`src/rtl/thiele_logic_bridge.sv`:
```
// thiele_logic_bridge: turns a level-held CPU logic query into a single
// valid/ready request to a solver. The bridge waits for the solver response
// and returns it to the CPU as a one-cycle acknowledge.
//
// Ports:
//   clk, rst_n                    clock and synchronous active-low reset
//   logic_req, logic_addr         CPU query; logic_req stays high until logic_ack
//   logic_ack, logic_data         one-cycle completion pulse; result is held afterwards
//   sol_req_valid/ready/addr      request channel to the solver
//   sol_rsp_valid, sol_rsp_data   solver response strobe and payload
//   busy                          high whenever the bridge is not idle
//   err_timeout                   sticky flag, set when a query times out
//   req_count                     wrapping count of completed CPU queries
//
// Optional build macro:
//   THIELE_LOGIC_TIMEOUT_EN  abandons a query after TIMEOUT_CYCLES cycles in
//                            ISSUE/WAIT and returns 32'hFFFFFFFF. Without this
//                            macro the bridge waits indefinitely and
//                            err_timeout is tied to 0.
module thiele_logic_bridge #(
  parameter int unsigned TIMEOUT_CYCLES = 64
) (
  input  logic        clk,
  input  logic        rst_n,
  input  logic        logic_req,
  input  logic [31:0] logic_addr,
  output logic        logic_ack,
  output logic [31:0] logic_data,
  output logic        sol_req_valid,
  input  logic        sol_req_ready,
  output logic [31:0] sol_req_addr,
  input  logic        sol_rsp_valid,
  input  logic [31:0] sol_rsp_data,
  output logic        busy,
  output logic        err_timeout,
  output logic [15:0] req_count
);

  localparam int unsigned AW = 32;
  localparam int unsigned DW = 32;
  localparam int unsigned CW = 16;

  // Reject out-of-range timeout settings at elaboration time.
  if (TIMEOUT_CYCLES < 2 || TIMEOUT_CYCLES > 65535) begin : g_bad_timeout
    $error("thiele_logic_bridge: TIMEOUT_CYCLES must be in 2..65535");
  end

  typedef enum logic [2:0] {
    S_IDLE,
    S_ISSUE,
    S_WAIT,
    S_ACK,
    S_HOLD
  } state_e;

  state_e        state_q, state_d;
  logic [AW-1:0] addr_q, addr_d;
  logic [DW-1:0] data_q, data_d;
  logic          valid_q, valid_d;
  logic          ack_q, ack_d;
  logic          busy_q, busy_d;
  logic [CW-1:0] count_q, count_d;
  logic          err_set_c;
  logic          tmo_hit_c;

`ifdef THIELE_LOGIC_TIMEOUT_EN
  logic [CW-1:0] tmo_cnt_q, tmo_cnt_d;
  logic          err_q, err_d;

  // The counter holds the number of completed ISSUE/WAIT cycles, so the
  // TIMEOUT_CYCLES-th such cycle is the one that gives up.
  assign tmo_hit_c = (tmo_cnt_q == CW'(TIMEOUT_CYCLES - 1));

  // Timeout counter and sticky error flag.
  always_comb begin
    tmo_cnt_d = tmo_cnt_q;
    err_d     = err_q | err_set_c;
    if (state_q == S_IDLE && logic_req) begin
      tmo_cnt_d = '0;
    end else if (state_q == S_ISSUE || state_q == S_WAIT) begin
      tmo_cnt_d = tmo_cnt_q + CW'(1);
    end
  end

  always_ff @(posedge clk) begin
    if (!rst_n) begin
      tmo_cnt_q <= '0;
      err_q     <= 1'b0;
    end else begin
      tmo_cnt_q <= tmo_cnt_d;
      err_q     <= err_d;
    end
  end

  assign err_timeout = err_q;
`else
  assign tmo_hit_c   = 1'b0;
  assign err_timeout = 1'b0;
`endif

  // Next-state and registered-output logic.
  always_comb begin
    state_d   = state_q;
    addr_d    = addr_q;
    data_d    = data_q;
    valid_d   = valid_q;
    count_d   = count_q;
    err_set_c = 1'b0;

    unique case (state_q)
      S_IDLE: begin
        if (logic_req) begin
          addr_d  = logic_addr;
          valid_d = 1'b1;
          state_d = S_ISSUE;
        end
      end
      S_ISSUE: begin
        if (tmo_hit_c) begin
          valid_d   = 1'b0;
          data_d    = '1;
          err_set_c = 1'b1;
          state_d   = S_ACK;
        end else if (valid_q && sol_req_ready) begin
          valid_d = 1'b0;
          state_d = S_WAIT;
        end
      end
      S_WAIT: begin
        // A response arriving on the timeout cycle still wins.
        if (sol_rsp_valid) begin
          data_d  = sol_rsp_data;
          state_d = S_ACK;
        end else if (tmo_hit_c) begin
          data_d    = '1;
          err_set_c = 1'b1;
          state_d   = S_ACK;
        end
      end
      S_ACK: begin
        state_d = S_HOLD;
      end
      S_HOLD: begin
        // Wait for the CPU to drop its request so one request gets one ack.
        if (!logic_req) begin
          state_d = S_IDLE;
        end
      end
      default: begin
        state_d = S_IDLE;
        valid_d = 1'b0;
      end
    endcase

    // The ack pulse and the count update land in the single ACK cycle.
    ack_d = (state_d == S_ACK) && (state_q != S_ACK);
    if (ack_d) begin
      count_d = count_q + CW'(1);
    end
    busy_d = (state_d != S_IDLE);
  end

  always_ff @(posedge clk) begin
    if (!rst_n) begin
      state_q <= S_IDLE;
      addr_q  <= '0;
      data_q  <= '0;
      valid_q <= 1'b0;
      ack_q   <= 1'b0;
      busy_q  <= 1'b0;
      count_q <= '0;
    end else begin
      state_q <= state_d;
      addr_q  <= addr_d;
      data_q  <= data_d;
      valid_q <= valid_d;
      ack_q   <= ack_d;
      busy_q  <= busy_d;
      count_q <= count_d;
    end
  end

  assign logic_ack     = ack_q;
  assign logic_data    = data_q;
  assign sol_req_valid = valid_q;
  assign sol_req_addr  = addr_q;
  assign busy          = busy_q;
  assign req_count     = count_q;

endmodule

```
`config.mk`:
```
export PLATFORM = sky130hd
export DESIGN_NAME = thiele_logic_bridge
export DESIGN_NICKNAME = d
export VERILOG_FILES = /design/src/rtl/thiele_logic_bridge.sv
export SDC_FILE = /design/constraint.sdc
export NUM_CORES = 1
export LEC_CHECK = 0
export BUFFER_PORTS_ARGS = -buffer_cell sky130_fd_sc_hd__clkbuf_2
export CAP_MARGIN = 15
export CORE_AREA = 2 2 77 115
export DETAILED_ROUTE_END_ITERATION = 8
export DIE_AREA = 0 0 79 117
export PLACE_DENSITY_LB_ADDON = 0.25
export REMOVE_ABC_BUFFERS = 1
export SLEW_MARGIN = 20
export SYNTH_ARGS = -nofsm -noshare
export SYNTH_HDL_FRONTEND = slang
export SYNTH_SLANG_ARGS = --single-unit
```
`constraint.sdc`:
```
create_clock -name clk -period 4 [get_ports clk]
set_input_delay 0.4 -clock clk [delete_from_list [all_inputs] [get_ports clk]]
set_output_delay 0.4 -clock clk [all_outputs]
set_load 0.005 [all_outputs]
```
# ---- Word level (Yosys, flattened, before mapping)
# Index checks and enable logic that the tools add are counted.
dict set report op_classes {
  add_sub_neg 1
  eq_ne 8
  mux 8
  bitwise 1
  n_reduce_logical 8
}
# operator count
set op_table {}
lappend op_table {{adder 16 x 1 -> 16 bit, second input constant} 1}
lappend op_table {{one-hot mux 3 bit (5 select lines)} 1}
lappend op_table {{2-to-1 mux 3 bit} 4}
lappend op_table {{== test 3 x 2 -> 1 bit, second input constant} 3}
lappend op_table {{inequality test 2 bit, second input constant} 2}
lappend op_table {{AND reduction 2 bit} 2}
lappend op_table {{== test 3 x 1 -> 1 bit, second input constant} 1}
lappend op_table {{== test 3 bit, second input constant} 1}
lappend op_table {{logical NOT 3 bit} 1}
lappend op_table {{inequality test 3 x 2 -> 1 bit, second input constant} 1}
lappend op_table {{one-hot mux 1 bit (3 select lines)} 1}
lappend op_table {{AND reduction 3 bit} 1}
lappend op_table {{nonzero test 3 bit} 1}
lappend op_table {{OR reduction 3 bit} 1}
lappend op_table {{logical AND 1 bit} 2}
lappend op_table {{2-to-1 mux 1 bit} 2}
lappend op_table {{NOT 1 bit} 1}
dict set report word_totals {
  register_bits 86
  inputBits 69
}

# ---- Depth between registers and ports, before layout
# Gate-level depths: netlist of run 1.
dict set report depth {
  word_depth 5
  depth_mapped 6
  depth_no_buf 5
}

# ---- Worst setup path after synthesis of run 1
# OpenSTA, ideal clock, no wires.
dict set report synth_path {
  path_type {register to register}
  start {register count_q[0], in the netlist req_count[0]}
  end {register count_q[14], in the netlist req_count[14]}
  setup_time_ps 119
  t_arrival_ps 1377
  required_time_ps 3881
  slack_ps 2504
  path_stages_with_launch 6
  period_less_slack_ps 1496
  cell_sequence {dfxtp_1 > ha_1 > nand2_1 > nor4_1 > nand3_1 > mux2i_1}
}
dict set report synth_via {
  elab_chain_cells 1
}
# element line
set synth_rtl {}
lappend synth_rtl {{start: declaration} 62} ;# logic [CW-1:0] count_q, count_d;
lappend synth_rtl {{start signal: assignment} 179} ;# count_q <= count_d;
lappend synth_rtl {{adder 16 x 1 -> 16 bit} 158} ;# count_d = count_q + CW'(1);
# Every way passes these cells.
# A chain may end at the register's enable or synchronous reset.

# ---- Final worst setup path of run 1
dict set report layout_path {
  start {register state_q[0]}
  end {register count_q[14], in the netlist req_count[14]}
}
dict set report layout_via {
  elab_chain_cells 4
  word_cells_on_any_way 13
  cone_classes {eq/ne (6); mux (5); reduce/logical (2)}
}
# element line
set layout_rtl {}
lappend layout_rtl {{start: declaration} 56} ;# state_e state_q, state_d;
lappend layout_rtl {{start signal: assignment} 173} ;# state_q <= state_d;
lappend layout_rtl {{== test 3 bit, or another cell as far along} 110} ;# unique case (state_q)
lappend layout_rtl {{one-hot mux 3 bit (5 select lines)} 110}
lappend layout_rtl {{== test 3 x 2 -> 1 bit} 156} ;# ack_d = (state_d == S_ACK) && (state_q != S_ACK);
lappend layout_rtl {{logical AND 1 bit (*)} 156}
# Mark *: on every way between the ends. The rest lies on a longest branch, timed or not.

==> results of run 1 <==
## layout make-up
| type | instances | area share |
|---|---|---|
| Timing Repair Buffer | 156 | 0.184 |
| Inverter | 3 | 0.00259 |
| Multi-Input combinational cell | 277 | 0.315 |
| Tap cell | 107 | 0.0308 |
| Clock inverter | 6 | 0.0161 |
| Clock buffer | 10 | 0.0550 |
| Sequential cell | 86 | 0.397 |
## tightest hold or removal path: cells and delay by family
kind / cells / cell delay (ns)
AOI/OAI and AO/OA: 1 / 0.05
buffers and inverters: 1 / 0.08
and+or+nand+nor: 1 / 0.04
## state kept, by name, indices dropped and copies added, names as in the netlist
| signal | count |
|---|---|
| sol_req_valid | 1 |
| logic_data | 32 |
| busy | 1 |
| state_q | 3 |
| logic_ack | 1 |
| req_count | 16 |
| sol_req_addr | 32 |
## path summary, 6_finish.rpt
kind / endpoint / cells past startpoint
max: req_count[14] / 5
min: logic_data[27] / 3
max reg2reg: req_count[14] / 5
min reg2reg: sol_req_addr[14] / 2
## power breakdown
part,internal [mW],switching [mW],leakage (nW)
sequential,0.883,0.0175,0.698
clock,0.504,0.339,0.141
combinational,0.0670,0.0747,1.08
## routing by layer
layer  vias to the layer above  global-route usage
li1                       1565                   -
met1                      1372               0.178
met2                       112               0.290
met3                        12              0.0475
met4                         0              0.0793
met5                         -                   0
## logic make-up after synthesis
group / Yosys count
muxes: 6
DFF: 86
xor gates and xnor gates: 9
and+or+nand+nor: 187
other: 1
buffers and inverters: 30
AOI/OAI and AO/OA: 73
adders and majority gates: 1
## per-stage QoR
stage / hold slack (ns) / cell area, um^2 / setup slack, ns
2_1_floorplan: 0.453 / 3080 / 0.193
3_3_place_gp: 0.441 / 4020 / 1.97
3_5_place_dp: 0.447 / 4020 / 1.93
4_1_cts: 0.269 / 4330 / 1.90
5_1_grt: 0.269 / 4340 / 1.79
6_report: 0.280 / 4340 / 1.92
## placed cells by master (no fill, tap or decap), types with 2 or more instances in the layout
master      instances
clkbuf_2          151
nand2_1           141
dfxtp_1            86
a21oi_1            67
nor2_1             14
clkbuf_16           9
mux2i_1             6
xnor2_1             6
nand2b_1            5
nand3_1             5
nor3_1              4
buf_4               4
nor4_1              3
xor2_1              3
clkinvlp_4          3
nand3b_1            2
inv_1               2
or3_1               2
o21ai_0             2
nand4_1             2
==> metrics.yaml, run 1 <==
clock_path_buffers: 2
gp_congestion: 0.731
post-dp-hpwl_um: 5480
setup_viol: 0
fin_cells: 645
boundaryPins: 153
async_flop_share: 0
fin_util: 0.522
synth_xor_area_frac: 0.0246
cp.arrival_ns: 2.30
slew_violations: 0
drc: 0
grt_pass1_vias: 2691
fin_setup_tns_ns: 0
fillers: 845
critical_path.slowest_cell: "nor4_1"
drtIter0Drc: 112
synth_top_family_by_area: "simple AND/OR/NAND/NOR gates"
synth_area_mm2: 0.00320
fp-row-count: 41
grt_usage: 0.163
synth_compound_area_frac: 0.120
cts_resized: 0
post-synth-top-count-cell: "nand2_1"
power_mw: 1.88
top_layer_used: "met4"
yosysWarnings: 0
r2r_start: "state_q[0]"
numClockSinks: 86
p_per_area_mw_per_mm2: 434
crit_buf_inv: 1
die_h_um: 117
grt_max_degree: 44
p_leak_nw: 1.92
final_nets: 603
crit_type: "reg -> reg"
max_freq_mhz: 481
multi_input_area_mm2: 0.00137
drtAntennaViolNets: 0
crit_family: "simple AND/OR/NAND/NOR gates"
worst_pin_slew_ns: 0.724
endpoint_kind: "flip-flop"
synth_edf_count: 0
core-area_mm2: 0.00831
min_period_ns: 2.08
fin_skew_ns: 0.00450
antenna_cells: 0
die_area_mm2: 0.00924
cts_tree: "done"
via_count: 3061
synth-seq-cells: 86
synth_top_area_share: 0.538
syn_inst: 393
postCtsHoldBufs: 0
startpoint: "state_q[0]"
fp.dieW_um: 79
fin_crit_sh: 0.520
hold_start: "sol_rsp_data[27]"
synthSimpleGateAreaFrac: 0.253
dp_cells: 628
reg2reg_slack_ns: 1.92
h-tree-depth: 3
wirelength_met1_um: 3240
initial_utilization: 0.385
portBuffers: 151
drive_gt1_frac: 0.333
yosys.area.top_type: "dfxtp_1"
dr.pass1.iters: 4
syn2layout_area_growth_pct: 35.7
status: "complete, no violations"
synthAdderAreaFrac: 0.00391
critical-path-max-stage-delay_ns: 0.59
ir_drop_mv: 0.217
worstSkewPairLatency_ns: 0.33
start_kind: "flip-flop"
synth_common_cells: "nand2_1 (141), dfxtp_1 (86), a21oi_1 (67)"
drv_cap: 0
ys_seq_area_frac: 0.538
wirelength_um: 7840
synth_top_cells_by_area: "dfxtp_1 (54%), nand2_1 (17%), a21oi_1 (10%)"
hold_path.class: "in -> reg"
post_cts_buffers: 0
synth.avg_cell_area_um2: 8.14
worstPathMaxFanout: 40
cts_made_buffers: 9
synth.area.mux_share: 0.0188
yosys.cell_types.count: 35
grt_antenna_before_repair: 0
grt-ovfl-total: 0
grt_pass1_wl_um: 12000
wl_met2_um: 3880
rsz0062_at_grt: "no"
path_clk_slew_ns: 0.06
crit_chain: "nand4bb_2 -> buf_4 -> nor4_1 -> nand3_1 -> mux2i_1"
finalHoldViolCount: 0
worstPathRequired_ns: 4.22
vias_per_cell: 4.75
slew_headroom: 0.517
route.detailed.wl_per_inst_um: 12.2
wl_met3_um: 575
seqCellArea_mm2: 0.00172
cts-root-buf: "clkbuf_16"
synth_ff_type: "dfxtp_1"
(Power assumes the default switching activity.)
==> run 2, diff against run 1 <==
==> constraint.sdc (replaced) <==
create_clock -name clk -period 1.92 [get_ports clk]
set_input_delay 0.192 -clock clk [delete_from_list [all_inputs] [get_ports clk]]
set_output_delay 0.192 -clock clk [all_outputs]
set_load 0.005 [all_outputs]
==> metrics.yaml, run 2 (synthesis results as in run 1) <==
cts_resized: 0  # unchanged
rsz0062_at_grt: "no"
crit_buf_inv: 0  # -1
fillers: 810  # -4.1%
h-tree-depth: 3  # unchanged
drtAntennaViolNets: 0  # unchanged
drv_cap: 0  # unchanged
grt_antenna_before_repair: 0  # unchanged
min_period_ns: 1.56  # -0.517 ns
critical-path-max-stage-delay_ns: 0.50  # -0.09 ns
setup_viol: 0  # unchanged
whs_ns: 0.0761  # -0.203 ns
place_ws_ns: 0.355  # -1.58 ns
reg2reg_slack_ns: 0.36  # -1.56 ns
worstPathMaxFanout: 5  # -88%
gp_congestion: 0.799  # +9.3%
hold_path.class: "in -> reg"
cts-root-buf: "clkbuf_16"
crit_type: "reg -> reg"
worstSkewPairLatency_ns: 0.33  # about the same
post-dp-hpwl_um: 5900  # +7.6%
max_freq_mhz: 640  # +33%
path_clk_slew_ns: 0.06  # about the same
finalHoldViolCount: 0  # unchanged
initial_utilization: 0.385  # unchanged
cts_tree: "done"
p_leak_nw: 1.99  # +3.6%
dr.pass1.iters: 4  # unchanged
power_mw: 4.09  # +120%
die_h_um: 117  # unchanged
fin_skew_ns: 0.00676  # +0.00226 ns
multi_input_area_mm2: 0.00137  # unchanged
route.detailed.wl_per_inst_um: 12.4  # +1.9%
core-area_mm2: 0.00831  # unchanged
antenna_cells: 0  # unchanged
status: "complete, no violations"
critical_path.slowest_cell: "nor4_1"
grt_pass1_vias: 2672  # -0.71%
dp_cells: 637  # +1.4%
drtIter0Drc: 70  # -38%
cp.arrival_ns: 1.78  # -0.52 ns
endpoint_kind: "flip-flop"
fp-row-count: 41  # unchanged
crit_chain: "nand4bb_2 -> nor4_1 -> nand4_1 -> mux2i_1"
syn2layout_area_growth_pct: 38.6
wirelength_um: 8090  # +3.1%
numClockSinks: 86  # unchanged
fin_ws_ns: 0.358  # -1.56 ns
ir_drop_mv: 0.656  # +200%
grt_pass1_wl_um: 12300  # +2.4%
postCtsHoldBufs: 0  # unchanged
worstPathRequired_ns: 2.14  # -2.08 ns
cts_made_buffers: 9  # unchanged
die_area_mm2: 0.00924  # unchanged
portBuffers: 151  # unchanged
vias_per_cell: 4.73  # -0.32%
post_cts_buffers: 0  # unchanged
layout_common_cells: "clkbuf_2 (151), nand2_1 (141), dfxtp_1 (86), a21oi_1 (67), nor2_1 (14)"
boundaryPins: 153  # unchanged
p_per_area_mw_per_mm2: 921  # +110%
via_count: 3089  # +0.91%
drive_gt1_frac: 0.341  # +0.00795
drc: 0  # unchanged
slew_violations: 0  # unchanged
seqCellArea_mm2: 0.00172  # unchanged
grt-ovfl-total: 0  # unchanged
start_kind: "flip-flop"
final_nets: 611  # +1.3%
fin_crit_sh: 0.814  # +0.294
fp.dieW_um: 79  # unchanged
crit_family: "simple AND/OR/NAND/NOR gates"
grt_max_degree: 39  # -11%
layout_commonest_cell: "clkbuf_2"
fin_cells: 653  # +1.2%
grt_usage: 0.169  # +0.00541
clock_path_buffers: 2  # unchanged
## run 2: layer usage
layer  up-vias  GRT usage  share of wire
li1       1583          -              -
met1      1384      0.194           0.42
met2       112      0.290           0.49
met3        10     0.0498          0.070
met4         0     0.0759          0.018
met5         -          0              0
## run 2: layout make-up
cell class / instances / share of cell area
clock inverter: 3 / 0.0147
sequential: 86 / 0.388
inverter: 3 / 0.00254
clock buffer: 13 / 0.0609
tap: 107 / 0.0302
timing repair buffer: 164 / 0.195
multi-input combinational: 277 / 0.309
## run 2: where the power goes
part	internal (mW)	switching [mW]
combinational	0.146	0.168
sequential	1.84	0.0273
clock	1.24	0.661
total	3.23	0.857
## run 2: worst reg2reg max path: cells and delay by family, from the launching register on
kind,cells,cell delay (ns)
AND/OR/NAND/NOR,3,0.99
flip-flops,1,0.31
multiplexers,1,0.15
## run 2: stage by stage
step / TNS, ns / util / instance area [um^2]
after detailed placement: 0 / 0.494 / 4100
after CTS: 0 / 0.534 / 4440
after global routing: 0 / 0.534 / 4440
final: 0 / 0.534 / 4440
after floorplan: -62.84 / - / 3080
after global placement: 0 / 0.494 / 4100
## run 2: path summary, 6_finish.rpt
check / from / end / cells after the start
setup / recovery: state_q[0] / req_count[15] / 4
hold / removal: logic_addr[18] / sol_req_addr[18] / 3
setup reg to reg: state_q[0] / req_count[15] / 4
hold reg to reg: logic_data[30] / logic_data[30] / 2
